===== src/rtl/ovl_delta_cfg_ctrl.sv =====
`default_nettype none
// ============================================================================
// Module  : ovl_delta_cfg_ctrl
// Brief   : Config controller and fire collector for a bank of delta-checker slots
// Revision: 1.0
// ============================================================================
module ovl_delta_cfg_ctrl #(
    parameter int NUM_SLOTS = 4,
    parameter int LIMIT_W   = 3,
    parameter int SLOT_W    = 2
) (
    input  logic                         clk,
    input  logic                         rst,
    input  logic                         cfg_valid,
    output logic                         cfg_ready,
    input  logic [SLOT_W-1:0]            cfg_slot,
    input  logic [LIMIT_W-1:0]           cfg_min,
    input  logic [LIMIT_W-1:0]           cfg_max,
    input  logic                         cfg_enable,
    output logic                         cfg_err,
    output logic [NUM_SLOTS*LIMIT_W-1:0] slot_min,
    output logic [NUM_SLOTS*LIMIT_W-1:0] slot_max,
    output logic [NUM_SLOTS-1:0]         slot_prev_invalid,
    input  logic [NUM_SLOTS-1:0]         slot_out,
    output logic [NUM_SLOTS-1:0]         fire_sticky,
    output logic                         fire_valid,
    output logic [SLOT_W-1:0]            fire_slot,
    input  logic                         fire_ack
);

    localparam logic [2:0] IDLE   = 3'd0;
    localparam logic [2:0] CHECK  = 3'd1;
    localparam logic [2:0] REJECT = 3'd2;
    localparam logic [2:0] APPLY  = 3'd3;
    localparam logic [2:0] SETTLE = 3'd4;

    logic [2:0]           state, state_nx;
    logic [SLOT_W-1:0]    req_slot;
    logic [LIMIT_W-1:0]   req_min, req_max;
    logic                 req_en;
    logic [1:0]           settle_cnt;
    logic [NUM_SLOTS-1:0] slot_enable, enable_nx, prev_inv_nx, apply_mask, events;
    logic [SLOT_W-1:0]    first_slot;
    logic                 bad_req;

    // A disarm request is legal regardless of its limits.
    assign bad_req = (32'(req_slot) >= NUM_SLOTS) || (req_en && (req_min > req_max));

    always_comb begin
        state_nx = state;
        case (state)
            IDLE:    if (cfg_valid && cfg_ready) state_nx = CHECK;
            CHECK:   state_nx = bad_req ? REJECT : APPLY;
            REJECT:  state_nx = IDLE;
            APPLY:   state_nx = SETTLE;
            SETTLE:  if (settle_cnt == 2'd1) state_nx = IDLE;
            default: state_nx = IDLE;
        endcase
    end

    // prev_invalid is registered, so it is derived from the next state and next enables.
    always_comb begin
        apply_mask  = '0;
        enable_nx   = slot_enable;
        prev_inv_nx = '0;
        events      = '0;
        for (int i = 0; i < NUM_SLOTS; i++) begin
            apply_mask[i]  = (state == APPLY) && (req_slot == SLOT_W'(i));
            enable_nx[i]   = apply_mask[i] ? req_en : slot_enable[i];
            prev_inv_nx[i] = (((state_nx == APPLY) || (state_nx == SETTLE)) &&
                              (req_slot == SLOT_W'(i))) || !enable_nx[i];
            events[i]      = slot_out[i] && slot_enable[i] && !slot_prev_invalid[i];
        end
    end

    always_comb begin
        first_slot = '0;
        for (int i = NUM_SLOTS - 1; i >= 0; i--) begin
            if (events[i]) first_slot = SLOT_W'(i);
        end
    end

    always_ff @(posedge clk or negedge rst) begin
        if (!rst) begin
            state             <= IDLE;
            cfg_ready         <= 1'b1;
            cfg_err           <= 1'b0;
            req_slot          <= '0;
            req_min           <= '0;
            req_max           <= '0;
            req_en            <= 1'b0;
            settle_cnt        <= '0;
            slot_min          <= '0;
            slot_max          <= '0;
            slot_enable       <= '0;
            slot_prev_invalid <= '1;
            fire_sticky       <= '0;
            fire_valid        <= 1'b0;
            fire_slot         <= '0;
        end else begin
            state             <= state_nx;
            cfg_ready         <= (state_nx == IDLE);
            cfg_err           <= (state == CHECK) && bad_req;
            slot_enable       <= enable_nx;
            slot_prev_invalid <= prev_inv_nx;

            if ((state == IDLE) && cfg_valid && cfg_ready) begin
                req_slot <= cfg_slot;
                req_min  <= cfg_min;
                req_max  <= cfg_max;
                req_en   <= cfg_enable;
            end

            if (state == APPLY)       settle_cnt <= 2'd2;
            else if (state == SETTLE) settle_cnt <= settle_cnt - 2'd1;

            for (int i = 0; i < NUM_SLOTS; i++) begin
                if (apply_mask[i]) begin
                    slot_min[i*LIMIT_W +: LIMIT_W] <= req_min;
                    slot_max[i*LIMIT_W +: LIMIT_W] <= req_max;
                end
            end

            // A reconfigure clears the slot's sticky bit even if it fires this cycle.
            fire_sticky <= (fire_sticky | events) & ~apply_mask;

            if ((|events) && (!fire_valid || fire_ack)) begin
                fire_valid <= 1'b1;
                fire_slot  <= first_slot;
            end else if (fire_ack) begin
                fire_valid <= 1'b0;
            end
        end
    end

endmodule
`default_nettype wire


===== config.mk =====
export PLATFORM = sky130hd
export DESIGN_NAME = ovl_delta_cfg_ctrl
export DESIGN_NICKNAME = d
export VERILOG_FILES = /design/src/rtl/ovl_delta_cfg_ctrl.sv
export SDC_FILE = /design/constraint.sdc
export NUM_CORES = 1
export LEC_CHECK = 0
export ABC_AREA = 1
export CAP_MARGIN = 5
export CORE_ASPECT_RATIO = 1.75
export CORE_MARGIN = 1
export CORE_UTILIZATION = 53
export DETAILED_ROUTE_END_ITERATION = 16
export GPL_TIMING_DRIVEN = 0
export PLACE_DENSITY = 0.84
export RECOVER_POWER = 100
export SETUP_SLACK_MARGIN = 0.3
export SYNTH_ARGS = -nofsm -noshare
export SYNTH_HDL_FRONTEND = slang
export SYNTH_SLANG_ARGS = --single-unit

===== constraint.sdc =====
create_clock -name clk -period 1.9 [get_ports clk]
set_input_delay 0.19 -clock clk [delete_from_list [all_inputs] [get_ports clk]]
set_output_delay 0.19 -clock clk [all_outputs]
set_load 0.01 [all_outputs]

Yosys cells after proc, flatten, opt, wreduce, memory -nomap -nowiden:

Index checks and enable logic that the tools add are counted.

* bits of input ports: 17
* output and inout port bits: 37
* register bits: 55

* $lt $le $gt $ge: 1
* bitwise gates (word level): 3
* add/sub/neg operators: 1
* equal/unequal tests: 9
* reduce and logical (&&, ||, !) cells: 43
* muxes and demuxes: 16

Operators with widths (number)
* logical AND 1 bit: 22
* 2-to-1 mux 2 bit: 6
* one-hot mux 3 bit (4 select lines): 1
* zero test 1 bit: 9
* 2-to-1 mux 1 bit: 7
* == test 3 x 2 -> 1 bit, second input constant: 2
* == test 3 bit, second input constant: 2
* zero test 3 bit: 2
* logical OR 1 bit: 6
* 2-to-1 mux 3 bit: 2
* bitwise AND 4 bit: 1
* == test 2 x 1 -> 1 bit, second input constant: 2
* == test 2 bit, second input constant: 2
* inverter 4 bit: 1
* OR 4 bit: 1
* nonzero test 2 bit: 2
* OR reduction 4 bit: 1
* == test 3 x 1 -> 1 bit, second input constant: 1
* > comparator 3 bit: 1
* zero test 2 bit: 1
* subtractor 2 x 1 -> 2 bit, second input constant: 1

Depth between registers and ports, before layout:

* depth in word-level cells: 8
* mapped depth: 9
* mapped depth without buffers: 9

Worst setup path before layout:

OpenSTA, ideal clock, no wires.

* path kind: flip-flop to flip-flop
* start point: register req_max[2]
* end point: register slot_prev_invalid[0]
* stages on the path, launching flop included: 9
* path buffers: 0
* arrival: 1.188 ns
* data required time: 1.823 ns
* period minus slack after synthesis: 1.265 ns
* library setup time: 0.077 ns
* path slack: 0.635 ns
* cells stage by stage: dfrtp_1 > inv_1 > ha_1 > nand3_1 > nand2_1 > inv_1 > nand3_1 > nand3_1 > nand2_1

* cells in the longest elaborated chain, start to end: 8
* elaborated cells on any way between the ends: 9

RTL lines
* from (decl): RTL line 39 `logic [LIMIT_W-1:0] req_min, req_max;`
* from (signal assigned): RTL line 110 `req_max <= cfg_max;`
* > comparator 3 bit *: RTL line 47 `assign bad_req = (32'(req_slot) >= NUM_SLOTS) || (req_en && (req_min > req_max));`
* logical AND 1 bit *: RTL line 47
* 2-to-1 mux 1 bit *: RTL line 53 `CHECK: state_nx = bad_req ? REJECT : APPLY;`
* one-hot mux 3 bit (4 select lines) *: RTL line 51 `case (state)`
* == test 3 x 2 -> 1 bit / == test 3 bit (equally long branches): RTL line 70 `prev_inv_nx[i] = (((state_nx == APPLY) || (state_nx == SETTLE)) &&`
* logical OR 1 bit *: RTL line 70
* logical AND 1 bit *: RTL line 70
* logical OR 1 bit *: RTL line 71 `(req_slot == SLOT_W'(i))) || !enable_nx[i];`
* named net prev_inv_nx[0]: RTL line 42 `logic [NUM_SLOTS-1:0] slot_enable, enable_nx, prev_inv_nx, apply_mask, events;`
* to (signal assigned): RTL line 105 `slot_prev_invalid <= prev_inv_nx;`
* to (decl): RTL line 23 `output logic [NUM_SLOTS-1:0] slot_prev_invalid,`

The timed path passes the listed nets; every way through them passes the cells marked *.
A chain may end at the register's enable or synchronous reset.

Worst setup path after layout:

* start point: register slot_prev_invalid[3]
* end point: output port slot_prev_invalid[3]

No word-level cell between the ends.

==> results.cfg <==
[synth]
yosysWarnings = 0
seq_area_frac_synth_pct = 59.4
synth_ff_type = dfrtp_1
synth_area_leaders = dfrtp_1, nand2_1, dfstp_2
syn_area_um2 = 2330
synth_seq_cells = 55
synth_top_area_share_pct = 53.8
synth_compound_area_share_pct = 10.3
synthCells = 246
synth_edf_count = 0
synthAdderAreaFrac_pct = 2.15
synth_commonest_cells = nand2_1, dfrtp_1, inv_1, nor2_1, o21ai_1
synth_top_family_by_area = simple AND/OR/NAND/NOR gates
yosys.area.top_type = dfrtp_1
async_flop_share_pct = 100
muxShareOfSynthArea_pct = 0
syn_nets = 267
synthXorXnorAreaFrac_pct = 0
synthSimpleGateAreaFrac_pct = 20.6
synthDistinctLibCells = 21
yosysMostFrequentCell = nand2_1
synth.avg_cell_area_um2 = 9.46

[die]
die-area_um2 = 4670
die_w_um = 52.1
start_util_pct = 55.6
core_area_um2 = 4190
io_pins = 54
die_height_um = 89.7
rows = 31

[pwr]
peakVddDrop_mv = 1.18
p_int_w = 0.00296
p_total_w = 0.00471
p_sw_w = 0.00175
sequentialPowerShare_pct = 42.8
clock_power_share_pct = 16.3
comb_power_share_pct = 40.9
power.density_nw_per_um2 = 1570
swShare_pct = 37.1
leakage_nw = 1.57

[sta]
tightest_slew_ns = 0.560
slew_violations = 0
max_freq_ghz = 0.614
fin_tns_setup_ns = 0
clock_skew_ns = 0.00924
hold_violations = 0
slew_headroom_pct = 62.7
period_share_pct = 85.7
grt_setup_unrepaired = no
setup_viol = 0
post-route-min-period_ns = 1.63

[critical_path]
slowest_stage = dlygate4sd3_1
cp-start-kind = flop
critPathArrivalTime_ns = 1.44
reg2reg_depth = 7
r2r_setup_slack_ns = 0.27
reg2reg_to = slot_min[2]
r2r-start = state[2]
cpPeakStageDelay_ns = 0.60
cp_data_required_time_ns = 1.71
end_kind = primary output
cp_max_fo = 3
critPathKind = reg2out
crit_chain = dlygate4sd3_1
path_buf_inv = 1
cp_top_family = buffers and inverters

[run]
drv_cap = 0

[cts]
clkLatencyLatePin_ns = 0.31
cts_sinks = 55
clkTransAtPathRegs_ns = 0.10
cts_buffers = 5
root_buffer = clkbuf_8
cts_max_level = 2
tritoncts = done
cts_buffer_depth = 2

[final_layout]
utilization_pct = 71.4
layout-drive-gt1-share_pct = 8.09
n_antenna_cell = 0
syn_to_final_growth_pct = 28.5
layout.nets = 329

[grt]
antenna_found_initial = 0
grt_max_degree = 33
track_usage_pct = 24.6
grt_pass1_wl_um = 8240
grt_pass1_vias = 1858
gr-total-overflow = 0

[hold_path]
hold_path_class = in2async

[drt]
detail-route-antenna-nets = 0
firstDrtPassIters = 4
vias = 1824
drtIter0Drc = 28
drc = 0
wl_um = 5030
post_drt_wl_per_cell_um = 14.1
vias_per_cell = 5.09

[placed_design]
dp_hpwl_um = 3700
gp_congestion = 0.803
io_buffers = 53

[run_status]
outcome = finished, final reports clean
[worst max-delay path by stage]
stage | startpoint | to | depth (start not counted)
final | slot_prev_invalid[3] | slot_prev_invalid[3] | 1
after global routing | state[0] | req_en | 5
after CTS | cfg_ready | cfg_ready | 1
after detailed placement | req_max[2] | slot_prev_invalid[1] | 8
after global placement | rst | slot_max[1] | 1
after floorplan | req_max[2] | slot_prev_invalid[0] | 8
[sequential cells by signal, indices dropped and copies added (netlist names), 3 cells and up]
register           flops
slot_max              12
req_max                3
req_min                3
slot_enable            4
slot_prev_invalid      4
state                  3
slot_min              12
fire_sticky            4
[cell families (layout without fill, tap and decap cells)]
logic type,Yosys count,in the layout
AOI/OAI and AO/OA,43,43
adders and majority gates,4,4
buffers and inverters,36,99
DFF,55,55
and+or+nand+nor,108,108
[per-stage QoR]
step,hold slack [ns],worst slack (ns),area [um^2],std cells
floorplan,-0.106,0.635,2330,246
global placement,0.459,-0.936,2920,348
detailed placement,0.202,0.334,2930,349
CTS,0.414,0.303,3060,358
global route,0.442,0.156,2990,358
finish,0.401,0.271,2990,358
[cell type report]
class	instances	area (um^2)
inverter	31	119
clock inverter	3	43.8
sequential	55	1380
fill	332	1200
tap	49	61.3
multi-input combinational	155	717
clock buffer	5	68.8
timing repair buffer	55	556
buffer	5	43.8
[layer usage]
| metal | vias up | global-route usage (%) | part of all wire, % |
|---|---|---|---|
| met3 | 9 | 4.71 | 2.8 |
| met2 | 45 | 46.0 | 56 |
| met1 | 867 | 26.2 | 38 |
| li1 | 903 | - | - |
| met5 | - | 0 | 0 |
| met4 | 0 | 10.3 | 2.4 |
[placed cells by master, fill, tap and decap left out, types with 2 or more instances in the layout]
cell type / n
nand2_1: 66
dfrtp_1: 50
dlygate4sd3_1: 34
inv_1: 28
nor2_1: 23
o21ai_0: 23
nand3_1: 15
clkdlybuf4s50_1: 15
a21oi_1: 11
o21ai_1: 6
clkbuf_8: 5
ha_1: 4
dfstp_2: 4
clkdlybuf4s25_1: 4
buf_6: 3
nand3b_1: 2
clkbuf_2: 2
inv_2: 2
o21ai_2: 2
[timing repair]
item	4_1_cts	5_1_grt
endpoints found under the setup margin	3	8
gates resized for setup	1	7
hold buffers	1	0
setup buffers	0	0
endpoints found under the hold margin	22	0
[power by group through the flow]
stage                     Combinational (W)  Sequential, W  Clock (W)
after detailed placement            0.00214        0.00207          0
after CTS                           0.00218        0.00206   0.000785
after floorplan                    0.000979        0.00217          0
after global placement              0.00206        0.00204          0
final                               0.00193        0.00202   0.000768
after global routing                0.00218        0.00207   0.000826
No activity file was read; power rests on OpenSTA's default activity.
